**src/rtl/lcd_pkg.sv**
```systemverilog
// Shared definitions for the HD44780-style LCD responder: FSM states, command
// bit positions, DDRAM address map constants and address-counter helpers.
package lcd_pkg;

  typedef enum logic [1:0] {
    ST_IDLE,
    ST_CLEARING,
    ST_BUSY
  } lcd_state_e;

  localparam int CMD_DDRAM_BIT = 7;
  localparam int CMD_CGRAM_BIT = 6;
  localparam int CMD_FUNC_BIT  = 5;
  localparam int CMD_SHIFT_BIT = 4;
  localparam int CMD_DISP_BIT  = 3;
  localparam int CMD_ENTRY_BIT = 2;
  localparam int CMD_HOME_BIT  = 1;
  localparam int CMD_CLEAR_BIT = 0;

  localparam int FUNC_N_BIT   = 3;
  localparam int SHIFT_S_BIT  = 3;
  localparam int SHIFT_R_BIT  = 2;
  localparam int DISP_D_BIT   = 2;
  localparam int DISP_C_BIT   = 1;
  localparam int DISP_B_BIT   = 0;
  localparam int ENTRY_ID_BIT = 1;

  localparam logic [7:0] SPACE_CHAR = 8'h20;
  localparam logic [6:0] LINE0_BASE = 7'h00;
  localparam logic [6:0] LINE1_BASE = 7'h40;
  localparam logic [6:0] LINE0_LAST = 7'h27;
  localparam logic [6:0] LINE1_LAST = 7'h67;
  localparam int         FILL_LEN   = 32;

  // Visible windows 0x00-0x0F and 0x40-0x4F both have bits 5:4 clear.
  function automatic logic ddram_visible(input logic [6:0] a);
    return (a[5:4] == 2'b00);
  endfunction

  function automatic logic [4:0] ddram_idx(input logic [6:0] a);
    return {a[6], a[3:0]};
  endfunction

  function automatic logic [6:0] ac_step(input logic [6:0] a, input logic up);
    logic [6:0] n;
    if (up) begin
      if (a == LINE0_LAST)      n = LINE1_BASE;
      else if (a == LINE1_LAST) n = LINE0_BASE;
      else                      n = a + 7'd1;
    end else begin
      if (a == LINE0_BASE)      n = LINE1_LAST;
      else if (a == LINE1_BASE) n = LINE0_LAST;
      else                      n = a - 7'd1;
    end
    return n;
  endfunction

endpackage

```
**src/rtl/lcd_ddram_buffer.sv**
```systemverilog
// 32x8 display character store: one write port, two independent registered
// read ports (bus read-back and observer).
module lcd_ddram_buffer #(
  parameter int DATA_W = 8,
  parameter int ADDR_W = 5
) (
  input  logic              clk,
  input  logic              i_we,
  input  logic [ADDR_W-1:0] i_waddr,
  input  logic [DATA_W-1:0] i_wdata,
  input  logic [ADDR_W-1:0] i_raddr_a,
  output logic [DATA_W-1:0] o_rdata_a,
  input  logic [ADDR_W-1:0] i_raddr_b,
  output logic [DATA_W-1:0] o_rdata_b
);

  logic [DATA_W-1:0] r_mem [2**ADDR_W];

  always_ff @(posedge clk) begin
    if (i_we) r_mem[i_waddr] <= i_wdata;
    o_rdata_a <= r_mem[i_raddr_a];
    o_rdata_b <= r_mem[i_raddr_b];
  end

endmodule

```
**src/rtl/lcd_responder.sv**
```systemverilog
// HD44780-style LCD bus responder: synchronizes the initiator bus, decodes
// commands/data on E falling edges and models busy timing and the DDRAM.
module lcd_responder
  import lcd_pkg::*;
#(
  parameter int BUSY_CYCLES  = 50,
  parameter int CLEAR_CYCLES = 1600
) (
  input  logic       clk,
  input  logic       rst,
  input  logic       lcd_rs,
  input  logic       lcd_rw,
  input  logic       lcd_e,
  input  logic [7:0] lcd_data_in,
  output logic [7:0] lcd_data_out,
  output logic       lcd_data_oe,
  input  logic [4:0] rd_addr,
  output logic [7:0] rd_char,
  output logic       busy,
  output logic       display_on,
  output logic       cursor_on,
  output logic       blink_on,
  output logic       two_line,
  output logic       proto_err,
  output logic [6:0] ac
);

  localparam int MAX_CYC = (CLEAR_CYCLES > BUSY_CYCLES) ? CLEAR_CYCLES : BUSY_CYCLES;
  localparam int CNT_W   = $clog2(MAX_CYC + 1);
  localparam logic [CNT_W-1:0] FILL_LAST = CNT_W'(FILL_LEN - 1);

  logic       r_e_p0, r_e_p1, r_e_p2;
  logic       r_rs_p0, r_rs_p1, r_rw_p0, r_rw_p1;
  logic [7:0] r_d_p0, r_d_p1;
  logic       r_rs_lat, r_rw_lat;
  logic [7:0] r_d_lat;

  lcd_state_e       r_state, w_state_nxt;
  logic [CNT_W-1:0] r_cnt, r_limit;
  logic [6:0]       r_ac;
  logic             r_id, r_cg, r_disp, r_cur, r_blink, r_two, r_perr;

  logic       w_fall, w_busy, w_is_status, w_acc, w_exec, w_cmd, w_is_clear;
  logic       w_wr, w_rd, w_ac_vis, w_fill, w_we;
  logic [4:0] w_ac_idx, w_waddr;
  logic [7:0] w_wdata, w_rdata_a;

  // Stage p0/p1: two-flop synchronizers; p2 holds the previous E for edge
  // detection, and the latches keep rs/rw/data from the last E-high cycle.
  always_ff @(posedge clk) begin
    if (rst) begin
      {r_e_p0, r_e_p1, r_e_p2}    <= '0;
      {r_rs_p0, r_rs_p1}          <= '0;
      {r_rw_p0, r_rw_p1}          <= '0;
      {r_d_p0, r_d_p1}            <= '0;
      {r_rs_lat, r_rw_lat}        <= '0;
      r_d_lat                     <= '0;
    end else begin
      r_e_p0  <= lcd_e;       r_e_p1  <= r_e_p0;  r_e_p2 <= r_e_p1;
      r_rs_p0 <= lcd_rs;      r_rs_p1 <= r_rs_p0;
      r_rw_p0 <= lcd_rw;      r_rw_p1 <= r_rw_p0;
      r_d_p0  <= lcd_data_in; r_d_p1  <= r_d_p0;
      if (r_e_p1) begin
        r_rs_lat <= r_rs_p1;
        r_rw_lat <= r_rw_p1;
        r_d_lat  <= r_d_p1;
      end
    end
  end

  // Stage p2: transaction decode on the synchronized E falling edge
  assign w_fall      = r_e_p2 & ~r_e_p1;
  assign w_busy      = (r_state != ST_IDLE);
  assign w_is_status = ~r_rs_lat & r_rw_lat;
  assign w_acc       = w_fall & ~w_busy;
  assign w_exec      = w_acc & ~w_is_status;
  assign w_cmd       = w_exec & ~r_rs_lat & ~r_rw_lat;
  assign w_is_clear  = w_cmd & (r_d_lat == 8'h01);
  assign w_wr        = w_exec & r_rs_lat & ~r_rw_lat;
  assign w_rd        = w_exec & r_rs_lat & r_rw_lat;
  assign w_ac_vis    = ddram_visible(r_ac);
  assign w_ac_idx    = ddram_idx(r_ac);

  always_comb begin
    w_state_nxt = r_state;
    unique case (r_state)
      ST_IDLE:     if (w_exec) w_state_nxt = w_is_clear ? ST_CLEARING : ST_BUSY;
      ST_CLEARING: if (r_cnt == FILL_LAST) w_state_nxt = ST_BUSY;
      ST_BUSY:     if (r_cnt == r_limit - CNT_W'(1)) w_state_nxt = ST_IDLE;
      default:     w_state_nxt = ST_CLEARING;
    endcase
  end

  always_ff @(posedge clk) begin
    if (rst) r_state <= ST_CLEARING;
    else     r_state <= w_state_nxt;
  end

  // One counter times both the 32-cycle fill and the total busy window.
  always_ff @(posedge clk) begin
    if (rst) begin
      r_cnt   <= '0;
      r_limit <= CNT_W'(CLEAR_CYCLES);
    end else if (r_state == ST_IDLE) begin
      if (w_exec) begin
        r_cnt   <= '0;
        r_limit <= w_is_clear ? CNT_W'(CLEAR_CYCLES) : CNT_W'(BUSY_CYCLES);
      end
    end else begin
      r_cnt <= r_cnt + CNT_W'(1);
    end
  end

  always_ff @(posedge clk) begin
    if (rst) begin
      r_ac    <= LINE0_BASE;
      r_id    <= 1'b1;
      r_cg    <= 1'b0;
      r_disp  <= 1'b0;
      r_cur   <= 1'b0;
      r_blink <= 1'b0;
      r_two   <= 1'b0;
      r_perr  <= 1'b0;
    end else begin
      if (w_fall & w_busy & ~w_is_status) r_perr <= 1'b1;
      if (w_cmd) begin
        if (r_d_lat[CMD_DDRAM_BIT]) begin
          r_ac <= r_d_lat[6:0];
          r_cg <= 1'b0;
        end else if (r_d_lat[CMD_CGRAM_BIT]) begin
          r_cg <= 1'b1;
        end else if (r_d_lat[CMD_FUNC_BIT]) begin
          r_two <= r_d_lat[FUNC_N_BIT];
        end else if (r_d_lat[CMD_SHIFT_BIT]) begin
          if (!r_d_lat[SHIFT_S_BIT]) r_ac <= ac_step(r_ac, r_d_lat[SHIFT_R_BIT]);
        end else if (r_d_lat[CMD_DISP_BIT]) begin
          r_disp  <= r_d_lat[DISP_D_BIT];
          r_cur   <= r_d_lat[DISP_C_BIT];
          r_blink <= r_d_lat[DISP_B_BIT];
        end else if (r_d_lat[CMD_ENTRY_BIT]) begin
          r_id <= r_d_lat[ENTRY_ID_BIT];
        end else if (r_d_lat[CMD_HOME_BIT]) begin
          r_ac <= LINE0_BASE;
        end else if (r_d_lat[CMD_CLEAR_BIT]) begin
          r_ac <= LINE0_BASE;
          r_id <= 1'b1;
        end
      end
      if ((w_wr & ~r_cg) | w_rd) r_ac <= ac_step(r_ac, r_id);
    end
  end

  // Fill owns the write port while clearing; the bus is locked out then anyway.
  assign w_fill  = (r_state == ST_CLEARING);
  assign w_we    = w_fill | (w_wr & ~r_cg & w_ac_vis);
  assign w_waddr = w_fill ? r_cnt[4:0] : w_ac_idx;
  assign w_wdata = w_fill ? SPACE_CHAR : r_d_lat;

  lcd_ddram_buffer #(.DATA_W(8), .ADDR_W(5)) u_ddram (
    .clk       (clk),
    .i_we      (w_we),
    .i_waddr   (w_waddr),
    .i_wdata   (w_wdata),
    .i_raddr_a (w_ac_idx),
    .o_rdata_a (w_rdata_a),
    .i_raddr_b (rd_addr),
    .o_rdata_b (rd_char)
  );

  always_comb begin
    lcd_data_oe  = r_e_p1 & r_rw_p1;
    lcd_data_out = 8'h00;
    if (lcd_data_oe) begin
      if (r_rs_p1) lcd_data_out = w_ac_vis ? w_rdata_a : SPACE_CHAR;
      else         lcd_data_out = {w_busy, r_ac};
    end
  end

  assign busy       = w_busy;
  assign ac         = r_ac;
  assign display_on = r_disp;
  assign cursor_on  = r_cur;
  assign blink_on   = r_blink;
  assign two_line   = r_two;
  assign proto_err  = r_perr;

endmodule

```
**config.mk**
```make
export PLATFORM = sky130hd
export DESIGN_NAME = lcd_responder
export DESIGN_NICKNAME = d
export VERILOG_FILES = /design/src/rtl/lcd_pkg.sv /design/src/rtl/lcd_ddram_buffer.sv /design/src/rtl/lcd_responder.sv
export SDC_FILE = /design/constraint.sdc
export NUM_CORES = 1
export LEC_CHECK = 0
export BUFFER_PORTS_ARGS = -buffer_cell sky130_fd_sc_hd__buf_2
export CAP_MARGIN = 5
export CORE_ASPECT_RATIO = 0.8
export CORE_UTILIZATION = 65
export DETAILED_ROUTE_END_ITERATION = 16
export HOLD_SLACK_MARGIN = 0.12
export PLACE_DENSITY = 0.86
export SYNTH_ARGS = -nofsm -noshare
export SYNTH_HDL_FRONTEND = slang
export SYNTH_SLANG_ARGS = --single-unit
```
**constraint.sdc**
```tcl
create_clock -name clk -period 4 [get_ports clk]
set_input_delay 0.4 -clock clk [delete_from_list [all_inputs] [get_ports clk]]
set_output_delay 0.4 -clock clk [all_outputs]
set_load 0.01 [all_outputs]
```
==> results.env, run 1 <==
RUN_STATUS='finished clean'
MAX_CLOCK_SKEW_NS=0.02639
DETAIL-ROUTE-ANTENNA-NETS=0
WORSTPATHMAXFANOUT=14
GLOBALROUTEOVERFLOWTOTAL=0
SYNTH.CELL_AREA_UM2=15560
CLK_PIN_SLEW_WORST_PATHS_NS=0.06
TIMING_HOLD_VIOLATIONS_FINAL=0
GRT_ANTENNA_BEFORE_REPAIR=1
ROW_COUNT=50
SYNTH-EDFF-COUNT=256
DRTITER0DRC=1367
FMAXACHIEVABLE_MHz=313.8
WHS_NS=0.2522
NUM_IO_PINS=48
HOLD_PATH_CLASS='in2reg'
CTS.HTREE.LEVELS=1
DIE-HEIGHT_UM=140.4
TOTALWIRELENGTH_MM=42.03
HOLD-PATH-CELL-COUNT=3
LAYOUT.AREA.SEQ_UM2=9258
MAXCAPVIOLATIONS=0
LAYOUT.NETS=1028
CTSROOTBUFFERMASTER='sky130_fd_sc_hd__clkbuf_16'
YS_TYPES=66
CLOCK_LATENCY_NS=0.59
DIEAREA_UM2=24570
N_ANTENNA_CELL=0
SYNTHCELLS=949
P_TOTAL_mW=7.944
DP_HPWL_MM=26.07
WORST_R2R_PATH_DEPTH=5
DIE_W_UM=175.0
NUMBER_OF_STANDARD_CELLS_IN_THE_FINAL_LAYOUT_EXCLUDING_FILLERS=1339
POSTSYNTHAREAPERCELL_UM2=16.40
PLACE_CONGESTION=0.9470
ROUTED-VIA-COUNT=9888
YS_DOMINANT_REG_CELL='sky130_fd_sc_hd__edfxtp_1'
FIRST_GLOBAL_VIAS=9600
POSTLAYOUTSETUPSLACKWORST_NS=0.8134
VDD.IR_DROP.WORST_uV=364.9
DRV_SLEW=0
FINALCOREUTILIZATION_PCT=73.69
CRIT_ARRIVAL_NS=3.40
CORE_AREA_UM2=23460
CLOCK_PATH_BUFFERS=3
CELLPOWERDENSITY_nW_PER_UM2=459.5
RSZ_0062_RAISED_AFTER_GLOBAL_ROUTING='false'
SETUP_VIOL=0
COMBINED_AREA_OF_THE_MULTI_INPUT_LOGIC_CELLS_UM2=5937
GRT_USAGE_PCT=35.33
ASYNC_RESET_FF_SHARE_PCT=0
DRT_PASS1_ITERATIONS=5
CRITICALPATHCATEGORY='reg2reg'
PROPORTION_OF_SYNTHESIZED_CHIP_AREA_IN_SEQUENTIAL_CELLS_PCT=59.43
WIRE_LENGTH_OF_THE_FIRST_GLOBAL_ROUTING_PASS_MM=62.46
DRC_ERRORS=0
POWER_LEAKAGE_nW=5.199
PLACEDCELLCOUNT=1270
PERIOD_NEEDED_NS=3.187
STARTING_UTILIZATION_OF_THE_CORE_AREA_PCT=66.34
CLOCK-SINKS=334
LAYOUT.CELL_AREA.NON_FILLER_UM2=17290
MAX_SLEW_MARGIN_PCT=32.65
CP-END-KIND='flop'
CP.REQUIRED_NS=4.22
SETUP.WORST_PATH.START_CLASS='flop'
MAX_SLEW.WORST_PIN.SLEW_NS=1.010
WL_PER_CELL_UM=31.39
PLACE_WS_NS=0.9459
LAYOUT-DRIVE-GT1-SHARE_PCT=31.35
BUFFERS_ON_PORTS=47
SYNTHESIS.NETS=975
N_FILL_CELL=1335
POSTSYNTHREGISTERBITS=334
FIN_TNS_SETUP_NS=0
ROUTE.DETAILED.VIAS_PER_INST=7.385
NUMCTSBUFFERS=31
CTS_RESIZED=0
SYNTHTOLAYOUTAREAGROWTH_PCT=11.09
GRT_START_MAX_NET_PINS=56
YOSYSWARNINGS=0
PERIOD_UTILIZATION_POST_ROUTE_PCT=79.67
POSTPLACECELLAREA_UM2=16170
TRITONCTS='yes'
## cells in the final DEF, fill, tap and decap left out, types with 20 or more instances in the layout
cell type                   instances
sky130_fd_sc_hd__nor2_1            69
sky130_fd_sc_hd__buf_2             46
sky130_fd_sc_hd__clkbuf_16         31
sky130_fd_sc_hd__dfxtp_1           75
sky130_fd_sc_hd__nor2b_1           27
sky130_fd_sc_hd__edfxtp_1         256
sky130_fd_sc_hd__buf_4             32
sky130_fd_sc_hd__mux4_2           160
sky130_fd_sc_hd__mux2i_1           20
sky130_fd_sc_hd__nand2_1           40
sky130_fd_sc_hd__a21oi_1           29
## Yosys cell counts (2+ instances only)
library cell / count / share of area (%)
sky130_fd_sc_hd__a2111oi_0: 2 / 0.11
sky130_fd_sc_hd__a211oi_1: 3 / 0.14
sky130_fd_sc_hd__a21o_1: 2 / 0.096
sky130_fd_sc_hd__a21oi_1: 29 / 0.93
sky130_fd_sc_hd__a311oi_1: 3 / 0.17
sky130_fd_sc_hd__a31oi_1: 6 / 0.24
sky130_fd_sc_hd__a41oi_1: 2 / 0.11
sky130_fd_sc_hd__and3_1: 3 / 0.12
sky130_fd_sc_hd__buf_1: 16 / 0.39
sky130_fd_sc_hd__buf_2: 9 / 0.29
sky130_fd_sc_hd__buf_4: 12 / 0.58
sky130_fd_sc_hd__clkbuf_1: 34 / 0.82
sky130_fd_sc_hd__dfxtp_1: 78 / 10
sky130_fd_sc_hd__edfxtp_1: 256 / 49
sky130_fd_sc_hd__ha_1: 8 / 0.64
sky130_fd_sc_hd__inv_1: 13 / 0.31
sky130_fd_sc_hd__mux2_2: 19 / 1.4
sky130_fd_sc_hd__mux2i_1: 20 / 1.3
sky130_fd_sc_hd__mux4_2: 160 / 23
sky130_fd_sc_hd__nand2_1: 40 / 0.96
sky130_fd_sc_hd__nand2b_1: 14 / 0.56
sky130_fd_sc_hd__nand3_1: 15 / 0.48
sky130_fd_sc_hd__nand3b_1: 5 / 0.24
sky130_fd_sc_hd__nand4_1: 5 / 0.20
sky130_fd_sc_hd__nand4b_1: 2 / 0.11
sky130_fd_sc_hd__nor2_1: 69 / 1.7
sky130_fd_sc_hd__nor2b_1: 31 / 1.2
sky130_fd_sc_hd__nor3_1: 10 / 0.32
sky130_fd_sc_hd__nor3b_1: 2 / 0.096
sky130_fd_sc_hd__o211ai_1: 3 / 0.14
sky130_fd_sc_hd__o21a_1: 3 / 0.14
sky130_fd_sc_hd__o21ai_0: 15 / 0.48
sky130_fd_sc_hd__o21bai_1: 4 / 0.19
sky130_fd_sc_hd__o22ai_1: 4 / 0.16
sky130_fd_sc_hd__o31ai_1: 4 / 0.19
sky130_fd_sc_hd__o32ai_1: 3 / 0.17
sky130_fd_sc_hd__o41ai_1: 2 / 0.11
sky130_fd_sc_hd__or2_2: 3 / 0.12
sky130_fd_sc_hd__or3_1: 4 / 0.16
sky130_fd_sc_hd__or4_1: 3 / 0.14
sky130_fd_sc_hd__xnor2_1: 4 / 0.23
sky130_fd_sc_hd__xor2_1: 5 / 0.28
## cell type report
| type | count | share of cell area (%) |
|---|---|---|
| sequential | 334 | 53.55 |
| timing repair buffer | 92 | 3.706 |
| tap | 312 | 2.258 |
| multi-input combinational | 529 | 34.34 |
| clock inverter | 25 | 1.310 |
| clock buffer | 33 | 4.531 |
| inverter | 14 | 0.3040 |
## where the power goes
part,internal [mW],switching (mW)
clock network,1.62,1.32
logic,0.358,0.552
registers,3.95,0.138
## metal layers
| layer | vias up | routed length, um | GRT usage, % |
|---|---|---|---|
| met1 | 4961 | 14940 | 49.74 |
| met2 | 838 | 20200 | 55.87 |
| met3 | 144 | 4980 | 7.085 |
| li1 | 3943 | - | - |
| met5 | - | 12 | 0 |
| met4 | 2 | 1901 | 12.63 |
## flip-flops by register name, summed over array words and instances (netlist names), 7 cells and up
name and cells:
u_ddram.o_rdata_b 8, u_ddram.r_mem 256, r_d_p0 8, r_d_p1 8, r_cnt 11, r_d_lat 8
u_ddram.o_rdata_a 8, ac 7
## cell families after synthesis
kind of cell | Yosys count | share of synthesized area [%]
DFF | 334 | 59.43
and+or+nand+nor | 214 | 6.882
muxes | 199 | 25.82
AOI/OAI and AO/OA | 99 | 4.237
buffers and inverters | 86 | 2.484
xor gates and xnor gates | 9 | 0.5065
adders and majority gates | 8 | 0.6432
## final timing paths
kind | start | to | slack (ns)
setup / recovery | ac[4] | u_ddram.r_mem[11][1] | 0.81
setup reg to reg | ac[4] | u_ddram.r_mem[11][1] | 0.81
hold reg to reg | r_rw_p0 | r_rw_p1 | 0.44
hold / removal | rst | r_id | 0.25
## what timing repair did
item,4_1_cts,5_1_grt
hold buffers,11,0
setup buffers,0,0
endpoints found under the hold margin,11,0
setup endpoints to repair,0,0
## critical path: stages, from the launching register on
cell                      delay (ns)
sky130_fd_sc_hd__dfxtp_1        0.46
sky130_fd_sc_hd__or2_2          0.38
sky130_fd_sc_hd__or4_1          0.57
sky130_fd_sc_hd__o31ai_1        0.34
sky130_fd_sc_hd__nand2_1        0.39
sky130_fd_sc_hd__nor2_1         0.70
Note: power is estimated with default switching activity, not from simulation.
==> run 2, diff against run 1 <==
--- a/config.mk
+++ b/config.mk
@@ -5,13 +5,14 @@
 export SDC_FILE = /design/constraint.sdc
 export NUM_CORES = 1
 export LEC_CHECK = 0
+export ABC_AREA = 1
 export BUFFER_PORTS_ARGS = -buffer_cell sky130_fd_sc_hd__buf_2
 export CAP_MARGIN = 5
 export CORE_ASPECT_RATIO = 0.8
-export CORE_UTILIZATION = 65
+export CORE_UTILIZATION = 57
 export DETAILED_ROUTE_END_ITERATION = 16
 export HOLD_SLACK_MARGIN = 0.12
-export PLACE_DENSITY = 0.86
+export PLACE_DENSITY = 0.8
 export SYNTH_ARGS = -nofsm -noshare
 export SYNTH_HDL_FRONTEND = slang
 export SYNTH_SLANG_ARGS = --single-unit
==> constraint.sdc (replaced) <==
create_clock -name clk -period 2.65 [get_ports clk]
set_input_delay 0.265 -clock clk [delete_from_list [all_inputs] [get_ports clk]]
set_output_delay 0.265 -clock clk [all_outputs]
set_load 0.01 [all_outputs]
==> run 2 against run 1 <==
  * Wire length up 12%
  * Largest cell class unchanged
  * First-iteration DRC count rose by 66%
  * Critical endpoint is now u_ddram.r_mem[25][5]
  * Combinational power grew to 2.7 times the previous value
==> results.env, run 2 <==
RUN_STATUS='finished clean'
NUMBER_OF_FLIP_FLOPS_IN_THE_LARGEST_REGISTER=256  # unchanged
GLOBALROUTEOVERFLOWTOTAL=0  # unchanged
WL_PER_CELL_UM=21.37  # -32%
POSTPLACECELLAREA_UM2=17020  # +5.3%
ASYNC_RESET_FF_SHARE_PCT=0  # unchanged
DP_HPWL_MM=29.51  # +13%
CLOCK_LATENCY_NS=0.52  # -0.07 ns
SYNTH.MOST_COMMON_CELL='sky130_fd_sc_hd__nor2_1'
POSTSYNTHAREAPERCELL_UM2=9.167  # -44%
GRT_START_MAX_NET_PINS=129  # +130%
FMAXACHIEVABLE_MHz=406.3  # +29%
TOTALWIRELENGTH_MM=47.01  # +12%
SETUP.WORST_PATH.START_CLASS='flop'
HOLD_PATH_CLASS='in2reg'
DIE-HEIGHT_UM=152.6  # +8.7%
DIE_W_UM=190.3  # +8.7%
VDD.IR_DROP.WORST_uV=560.3  # +54%
GRT_USAGE_PCT=32.40  # -2.9 points
N_ANTENNA_CELL=0  # unchanged
POST_SYNTH_MUX_AREA_SHARE_PCT=0  # -26 points
YS_TYPES=42  # -36%
POST-CTS-SETUP-BUFFER-COUNT=0  # unchanged
WORST_HOLD_STARTPOINT='rst'
POSTSYNTHREGISTERBITS=334  # unchanged
CLOCK_PATH_BUFFERS=3  # unchanged
YOSYSWARNINGS=0  # unchanged
WORST_SETUP_PATH_STARTPOINT='r_state[1]'
SYNTHDOMINANTCELLAREASHARE_PCT=47.57  # -1.8 points
CTS.HTREE.LEVELS=2  # +1
SETUP_VIOL=0  # unchanged
DRT_PASS1_ITERATIONS=6  # +1
N_FILL_CELL=2070  # +55%
SYNTH-SIMPLE-AREA-SHARE_PCT=19.07  # +12 points
MAX_CLOCK_SKEW_NS=0.01558  # -0.01080 ns
SYNTH-EDFF-COUNT=256  # unchanged
SYNTH_AREA_LEADERS='sky130_fd_sc_hd__edfxtp_1 (48%), sky130_fd_sc_hd__dfxtp_1 (9.7%), sky130_fd_sc_hd__nor2_1 (8.4%)'
SYNTHCELLS=1763  # +86%
CTSROOTBUFFERMASTER='sky130_fd_sc_hd__clkbuf_16'
DRC_ERRORS=0  # unchanged
WIRE_LENGTH_OF_THE_FIRST_GLOBAL_ROUTING_PASS_MM=72.06  # +15%
SYNTH_TOP_FAMILY_BY_AREA='simple AND/OR/NAND/NOR gates'
YS_DOMINANT_REG_CELL='sky130_fd_sc_hd__edfxtp_1'
SYNTH.CELL_AREA_UM2=16160  # +3.9%
TRITONCTS='yes'
LAYOUT-DRIVE-GT1-SHARE_PCT=10.89  # -20 points
MAXCAPVIOLATIONS=0  # unchanged
DIEAREA_UM2=29040  # +18%
CLK_PIN_SLEW_WORST_PATHS_NS=0.06  # about the same
CRITICALPATHCATEGORY='reg2reg'
ROW_COUNT=54  # +8.0%
YOSYS.AREA_SHARE.XOR_XNOR_PCT=0.1626  # -0.34 points
TIMING.RR.START='r_state[1]'
MAX_SLEW_MARGIN_PCT=49.60  # +17 points
SYNTHESIS.NETS=1789  # +83%
LAYOUT.CELL_AREA.NON_FILLER_UM2=18230  # +5.4%
TIMING_HOLD_VIOLATIONS_FINAL=0  # unchanged
RSZ_0062_RAISED_AFTER_GLOBAL_ROUTING='false'
LARGEST_REGISTERS='u_ddram.r_mem: 256 flops, r_cnt: 11 flops'
PERIOD_NEEDED_NS=2.461  # -0.7252 ns
POST_SYNTHESIS_COMPOUND_GATE_AREA_FRACTION_PCT=17.72  # +13 points
DRV_SLEW=0  # unchanged
WORSTPATHMAXFANOUT=9  # -5
MAX_SLEW.WORST_PIN.SLEW_NS=0.7532  # -0.2571 ns
CP-END-KIND='flop'
CLOCK-SINKS=334  # unchanged
SYNTHADDERAREAFRAC_PCT=0.6193  # -0.024 points
GRT_ANTENNA_BEFORE_REPAIR=1  # unchanged
REGMOSTFLOPS='u_ddram.r_mem'
NUM_IO_PINS=48  # unchanged
PROPORTION_OF_SYNTHESIZED_CHIP_AREA_IN_SEQUENTIAL_CELLS_PCT=57.23  # -2.2 points
DETAIL-ROUTE-ANTENNA-NETS=0  # unchanged
CP.REQUIRED_NS=2.87  # -1.35 ns
CELLPOWERDENSITY_nW_PER_UM2=744.5  # +62%
ROUTED-VIA-COUNT=13990  # +41%
POWER_LEAKAGE_nW=6.777  # +30%
NUMCTSBUFFERS=35  # +13%
NUMBER_OF_STANDARD_CELLS_IN_THE_FINAL_LAYOUT_EXCLUDING_FILLERS=2200  # +64%
STARTING_UTILIZATION_OF_THE_CORE_AREA_PCT=58.63  # -7.7 points
PLACEDCELLCOUNT=2125  # +67%
MOSTFREQUENTLAYOUTCELLS='sky130_fd_sc_hd__nor2_1 (356), sky130_fd_sc_hd__edfxtp_1 (256), sky130_fd_sc_hd__nand2_1 (227)'
FIN_TNS_SETUP_NS=0  # unchanged
BUFFERS_ON_PORTS=47  # unchanged
ROUTE.DETAILED.VIAS_PER_INST=6.359  # -14%
SYNTHTOLAYOUTAREAGROWTH_PCT=12.78
DRTITER0DRC=2275  # +66%
SYNTH.TOP_CELLS.BY_COUNT='sky130_fd_sc_hd__nor2_1 (363), sky130_fd_sc_hd__edfxtp_1 (256), sky130_fd_sc_hd__nand2_1 (227)'
LAYOUT.CELLS.MOST_COMMON='sky130_fd_sc_hd__nor2_1'
YOSYS.AREA.TOP_TYPE='sky130_fd_sc_hd__edfxtp_1'
CORE_AREA_UM2=27570  # +18%
PERIOD_UTILIZATION_POST_ROUTE_PCT=92.88  # +13 points
PLACE_CONGESTION=0.9636  # +1.8%
CRIT_ARRIVAL_NS=2.68  # -0.72 ns
LAYOUT.NETS=1836  # +79%
FIRST_GLOBAL_VIAS=13080  # +36%
## run 2: repair_timing
action,4_1_cts,5_1_grt
endpoints found under the hold margin,17,0
resized for setup,0,0
setup endpoints to repair,0,0
hold buffers,12,0
## run 2: routing by layer
| layer | share of wire, % | track usage [%] | wire length (um) | vias up |
|---|---|---|---|---|
| li1 | - | - | - | 6330 |
| met2 | 44 | 48.09 | 20620 | 1037 |
| met4 | 3.5 | 12.91 | 1653 | 0 |
| met1 | 39 | 46.08 | 18110 | 6476 |
| met5 | 0 | 0 | 0 | - |
| met3 | 14 | 7.485 | 6635 | 147 |
## run 2: path summary, 6_finish.rpt
path	cells past startpoint	slack, ns	end
worst max register to register	10	0.19	u_ddram.r_mem[25][5]
worst max-delay path	10	0.19	u_ddram.r_mem[25][5]
worst min-delay path	3	0.28	r_d_p0[7]
worst min register to register	2	0.40	r_d_p1[5]
## run 2: logic make-up after synthesis
logic type,count (synthesis)
buffers and inverters,212
adders and majority gates,8
DFF,334
AOI/OAI and AO/OA,457
xor gates and xnor gates,3
and+or+nand+nor,749
## run 2: metrics by stage
stage / worst slack, ns / util (%) / hold slack, ns / power [mW]
after global placement: 0.2879 / 61.76 / 0.3911 / 8.847
after global routing: 0.05125 / 66.12 / 0.3263 / 14.01
final: 0.1886 / 66.12 / 0.2774 / 13.57
after CTS: 0.2289 / 66.12 / 0.2679 / 13.54
after detailed placement: 0.2500 / 61.76 / 0.3961 / 8.933
after floorplan: 0.4644 / - / 0.3720 / 7.913
## run 2: worst max-delay path, stage by stage, from the launching register on
cell	delay, ns
sky130_fd_sc_hd__dfxtp_1	0.33
sky130_fd_sc_hd__inv_1	0.10
sky130_fd_sc_hd__ha_1	0.17
sky130_fd_sc_hd__buf_4	0.15
sky130_fd_sc_hd__buf_4	0.20
sky130_fd_sc_hd__nand2_1	0.07
sky130_fd_sc_hd__o21ai_0	0.14
sky130_fd_sc_hd__nand3_1	0.36
sky130_fd_sc_hd__buf_4	0.28
sky130_fd_sc_hd__nor2_1	0.14
sky130_fd_sc_hd__buf_4	0.22
## run 2: final cells by class
class / instances / area (um2) / area share (%)
Clock buffer: 49 / 1002 / 5.498
Clock inverter: 14 / 81.33 / 0.4462
Inverter: 88 / 336.6 / 1.847
Sequential cell: 334 / 9254 / 50.77
Timing Repair Buffer: 134 / 1008 / 5.533
Multi-Input combinational cell: 1217 / 6090 / 33.41
Tap cell: 364 / 455.4 / 2.499
## run 2: power breakdown
part | internal (mW) | switching [mW] | total, mW
Clock | 2.65 | 1.99 | 4.64
Combinational | 0.696 | 1.72 | 2.42
Sequential | 6.28 | 0.227 | 6.51
==> run 3, diff against run 2 <==
--- a/config.mk
+++ b/config.mk
@@ -5,14 +5,13 @@
 export SDC_FILE = /design/constraint.sdc
 export NUM_CORES = 1
 export LEC_CHECK = 0
-export ABC_AREA = 1
 export BUFFER_PORTS_ARGS = -buffer_cell sky130_fd_sc_hd__buf_2
 export CAP_MARGIN = 5
 export CORE_ASPECT_RATIO = 0.8
-export CORE_UTILIZATION = 57
+export CORE_UTILIZATION = 56
 export DETAILED_ROUTE_END_ITERATION = 16
 export HOLD_SLACK_MARGIN = 0.12
-export PLACE_DENSITY = 0.8
+export PLACE_DENSITY = 0.79
 export SYNTH_ARGS = -nofsm -noshare
 export SYNTH_HDL_FRONTEND = slang
 export SYNTH_SLANG_ARGS = --single-unit
==> run 3 against run 2 <==
  * First-iteration DRC count down 42%
  * Hold slack worse by 0.091 ns
  * Critical endpoint is now u_ddram.r_mem[6][6]
  * Worst setup slack worse by 0.067 ns
==> results.env, run 3 (synthesized netlist as in run 1, its figures left out) <==
HOLD_PATH_CLASS='in2reg'
CLK_PIN_SLEW_WORST_PATHS_NS=0.06  # about the same
ORDERED_LIST_OF_CELLS_ON_THE_WORST_PATH='inv_1 > ha_1 > nand4b_1 > or4_1 > o31ai_1 > nand2_1 > buf_4 > nor2_1 > buf_4'
DRV_SLEW=0  # unchanged
TIMING_HOLD_VIOLATIONS_FINAL=0  # unchanged
SETUP_VIOL=0  # unchanged
CLK_PWR_SHARE_PCT=38.1  # +3.9 points
WHS_NS=0.1864  # -0.09099 ns
MAX_SLEW.WORST_PIN.SLEW_NS=0.6090  # -0.1442 ns
N_FILL_CELL=1846  # -11%
FMAXACHIEVABLE_MHz=395.6  # -2.6%
RSZ_0062_RAISED_AFTER_GLOBAL_ROUTING='true'
POWER_LEAKAGE_nW=5.498  # -19%
MOSTFREQUENTLAYOUTCELLS='sky130_fd_sc_hd__edfxtp_1 (256), sky130_fd_sc_hd__mux4_2 (160), sky130_fd_sc_hd__dfxtp_1 (75)'
CPPEAKSTAGEDELAY_NS=0.51  # +0.15 ns
NUMBER_OF_FLIP_FLOPS_IN_THE_LARGEST_REGISTER=256  # unchanged
TIMING.RR.START='r_state[1]'
FIN_TNS_SETUP_NS=0  # unchanged
NUM_IO_PINS=48  # unchanged
WORST_HOLD_STARTPOINT='rd_addr[4]'
GRT_USAGE_PCT=29.25  # -3.2 points
ROUTED-VIA-COUNT=9647  # -31%
MAX_CLOCK_SKEW_NS=0.02800  # +0.01242 ns
DIE-HEIGHT_UM=151.1  # -0.99%
DIE_W_UM=188.4  # -0.99%
CP-END-KIND='flop'
CELLPOWERDENSITY_nW_PER_UM2=699.9  # -6.0%
DIEAREA_UM2=28470  # -2.0%
POSTLAYOUTSETUPSLACKWORST_NS=0.1220  # -0.06665 ns
GRT_START_MAX_NET_PINS=65  # -50%
NUMBER_OF_STANDARD_CELLS_IN_THE_FINAL_LAYOUT_EXCLUDING_FILLERS=1439  # -35%
CRITICALPATHCATEGORY='reg2reg'
HOLD-PATH-CELL-COUNT=2  # -1
HOLD-PATH-ENDPOINT='u_ddram.o_rdata_b[4]'
TOTALWIRELENGTH_MM=40.00  # -15%
N_ANTENNA_CELL=0  # unchanged
LAYOUT.CELLS.MOST_COMMON='sky130_fd_sc_hd__edfxtp_1'
LAYOUT-DRIVE-GT1-SHARE_PCT=34.14  # +23 points
PLACEDCELLCOUNT=1364  # -36%
CTS.HTREE.LEVELS=2  # unchanged
PERIOD_NEEDED_NS=2.528  # +0.06665 ns
SYNTHTOLAYOUTAREAGROWTH_PCT=14.63
DRTITER0DRC=1327  # -42%
COMB_POWER_SHARE_PCT=12.7  # -5.1 points
WL_PER_CELL_UM=27.80  # +30%
MAXCAPVIOLATIONS=0  # unchanged
CORE_AREA_UM2=27300  # -0.98%
CLOCK-SINKS=334  # unchanged
SETUP.WORST_PATH.START_CLASS='flop'
DP_HPWL_MM=26.14  # -11%
CTSROOTBUFFERMASTER='sky130_fd_sc_hd__clkbuf_16'
CP.REQUIRED_NS=2.88  # about the same
LAYOUT.NETS=1076  # -41%
CRITPATHMOSTFREQUENTCELL='sky130_fd_sc_hd__buf_4'
MAX_SLEW_MARGIN_PCT=59.25  # +9.7 points
NET-SWITCHING-POWER_mW=3.060  # -22%
P_TOTAL_mW=12.49  # -8.0%
PLACE_WS_NS=0.1862  # -0.06379 ns
SWSHARE_PCT=24.50  # -4.5 points
BUFFERS_ON_PORTS=47  # unchanged
SEQ_POWER_SHARE_PCT=49.2  # +1.2 points
RRSETUPSLACK_NS=0.12  # -0.07 ns
LARGEST_REGISTERS='u_ddram.r_mem: 256 flops, r_cnt: 11 flops'
FIRST_GLOBAL_VIAS=9320  # -29%
ROW_COUNT=54  # unchanged
CRIT_ARRIVAL_NS=2.76  # +0.08 ns
WORST_R2R_PATH_DEPTH=9  # -1
LAYOUT.AREA.SEQ_UM2=9258  # about the same
WORSTPATHMAXFANOUT=8  # -1
WIRE_LENGTH_OF_THE_FIRST_GLOBAL_ROUTING_PASS_MM=59.82  # -17%
NUMCTSBUFFERS=34  # -2.9%
COMBINED_BUFFER_AND_INVERTER_COUNT_ALONG_THE_CRITICAL_PATH=3  # -2
CLOCK_LATENCY_NS=0.53  # about the same
DRC_ERRORS=0  # unchanged
REGMOSTFLOPS='u_ddram.r_mem'
GRT_ANTENNA_BEFORE_REPAIR=2  # +1
CRIT_FAMILY='simple AND/OR/NAND/NOR gates'
CELLINTERNALPOWER_mW=9.426  # -2.1%
COMBINED_AREA_OF_THE_MULTI_INPUT_LOGIC_CELLS_UM2=5949  # -2.3%
DRT_PASS1_ITERATIONS=5  # -1
GLOBALROUTEOVERFLOWTOTAL=0  # unchanged
PERIOD_UTILIZATION_POST_ROUTE_PCT=95.40  # +2.5 points
DETAIL-ROUTE-ANTENNA-NETS=0  # unchanged
CP_SLOWEST_CELL='sky130_fd_sc_hd__or4_1'
STARTING_UTILIZATION_OF_THE_CORE_AREA_PCT=57.01  # -1.6 points
RUN_STATUS='finished clean'
REG2REG_TO='u_ddram.r_mem[6][6]'
CLOCK_PATH_BUFFERS=3  # unchanged
TRITONCTS='yes'
PLACE_CONGESTION=0.9331  # -3.2%
ROUTE.DETAILED.VIAS_PER_INST=6.704  # +5.4%
VDD.IR_DROP.WORST_uV=532.1  # -5.0%
[run 3: cell count changes in the layout (fill, tap and decap cells not counted), sizes merged, moves of 17 or more]
| cell | before | now |
|---|---|---|
| nor2 | 366 | 69 |
| nand2 | 230 | 40 |
| o22ai | 22 | 4 |
| mux4 | 0 | 160 |
| o21bai | 65 | 4 |
| o21ai | 212 | 15 |
| o221ai | 72 | 0 |
| mux2i | 0 | 20 |
| o211ai | 22 | 3 |
| inv | 87 | 15 |
| a21oi | 46 | 29 |
| mux2 | 0 | 19 |
| nand3 | 121 | 15 |
| nor2b | 0 | 31 |
[run 3: how the worst max path moves through the flow]
| stage | end | start | slack (ns) | cells past startpoint |
|---|---|---|---|---|
| final | u_ddram.r_mem[6][6] | r_state[1] | 0.12 | 9 |
| after global routing | u_ddram.r_mem[12][7] | r_state[1] | -0.02 | 9 |
| after CTS | u_ddram.r_mem[12][7] | r_state[1] | 0.14 | 9 |
| after detailed placement | u_ddram.r_mem[12][3] | r_state[0] | 0.19 | 9 |
| after global placement | u_ddram.r_mem[12][7] | r_state[0] | 0.24 | 9 |
| after floorplan | u_ddram.r_mem[11][0] | ac[5] | 0.17 | 6 |
[run 3: per-stage QoR]
| stage | area (um2) | util, % |
|---|---|---|
| CTS | 17830 | 65.34 |
| detailed placement | 16610 | 60.84 |
| global placement | 16610 | 60.84 |
| global route | 17840 | 65.36 |
| floorplan | 15560 | - |
| finish | 17840 | 65.36 |
[run 3: layout make-up]
type	count	area share, %
Timing Repair Buffer	137	5.807
Clock buffer	45	5.176
Clock inverter	16	0.9258
Tap cell	364	2.553
Sequential cell	334	51.89
Multi-Input combinational cell	529	33.35
Inverter	14	0.2946
[run 3: routing by layer]
metal	share of wire [%]	up-vias	wire (um)	global-route usage, %
met5	0	-	0	0
met4	2.3	0	902	7.823
met3	11	68	4510	6.557
met2	45	605	18150	43.75
met1	41	4946	16440	43.83
li1	-	4028	-	-
[run 3: power by group through the flow]
stage / registers, mW / clock network [mW] / logic (mW)
CTS: 6.13 / 4.79 / 1.55
finish: 6.15 / 4.75 / 1.59
floorplan: 6.16 / 0 / 0.907
global route: 6.17 / 4.99 / 1.67
detailed placement: 6.23 / 0 / 1.52
global placement: 6.22 / 0 / 1.49
[run 3: timing repair]
item	CTS	global route
hold buffers	14	0
endpoints found under the setup margin	0	100
hold endpoints to repair	15	0
setup buffers	0	0
resized for setup	0	1
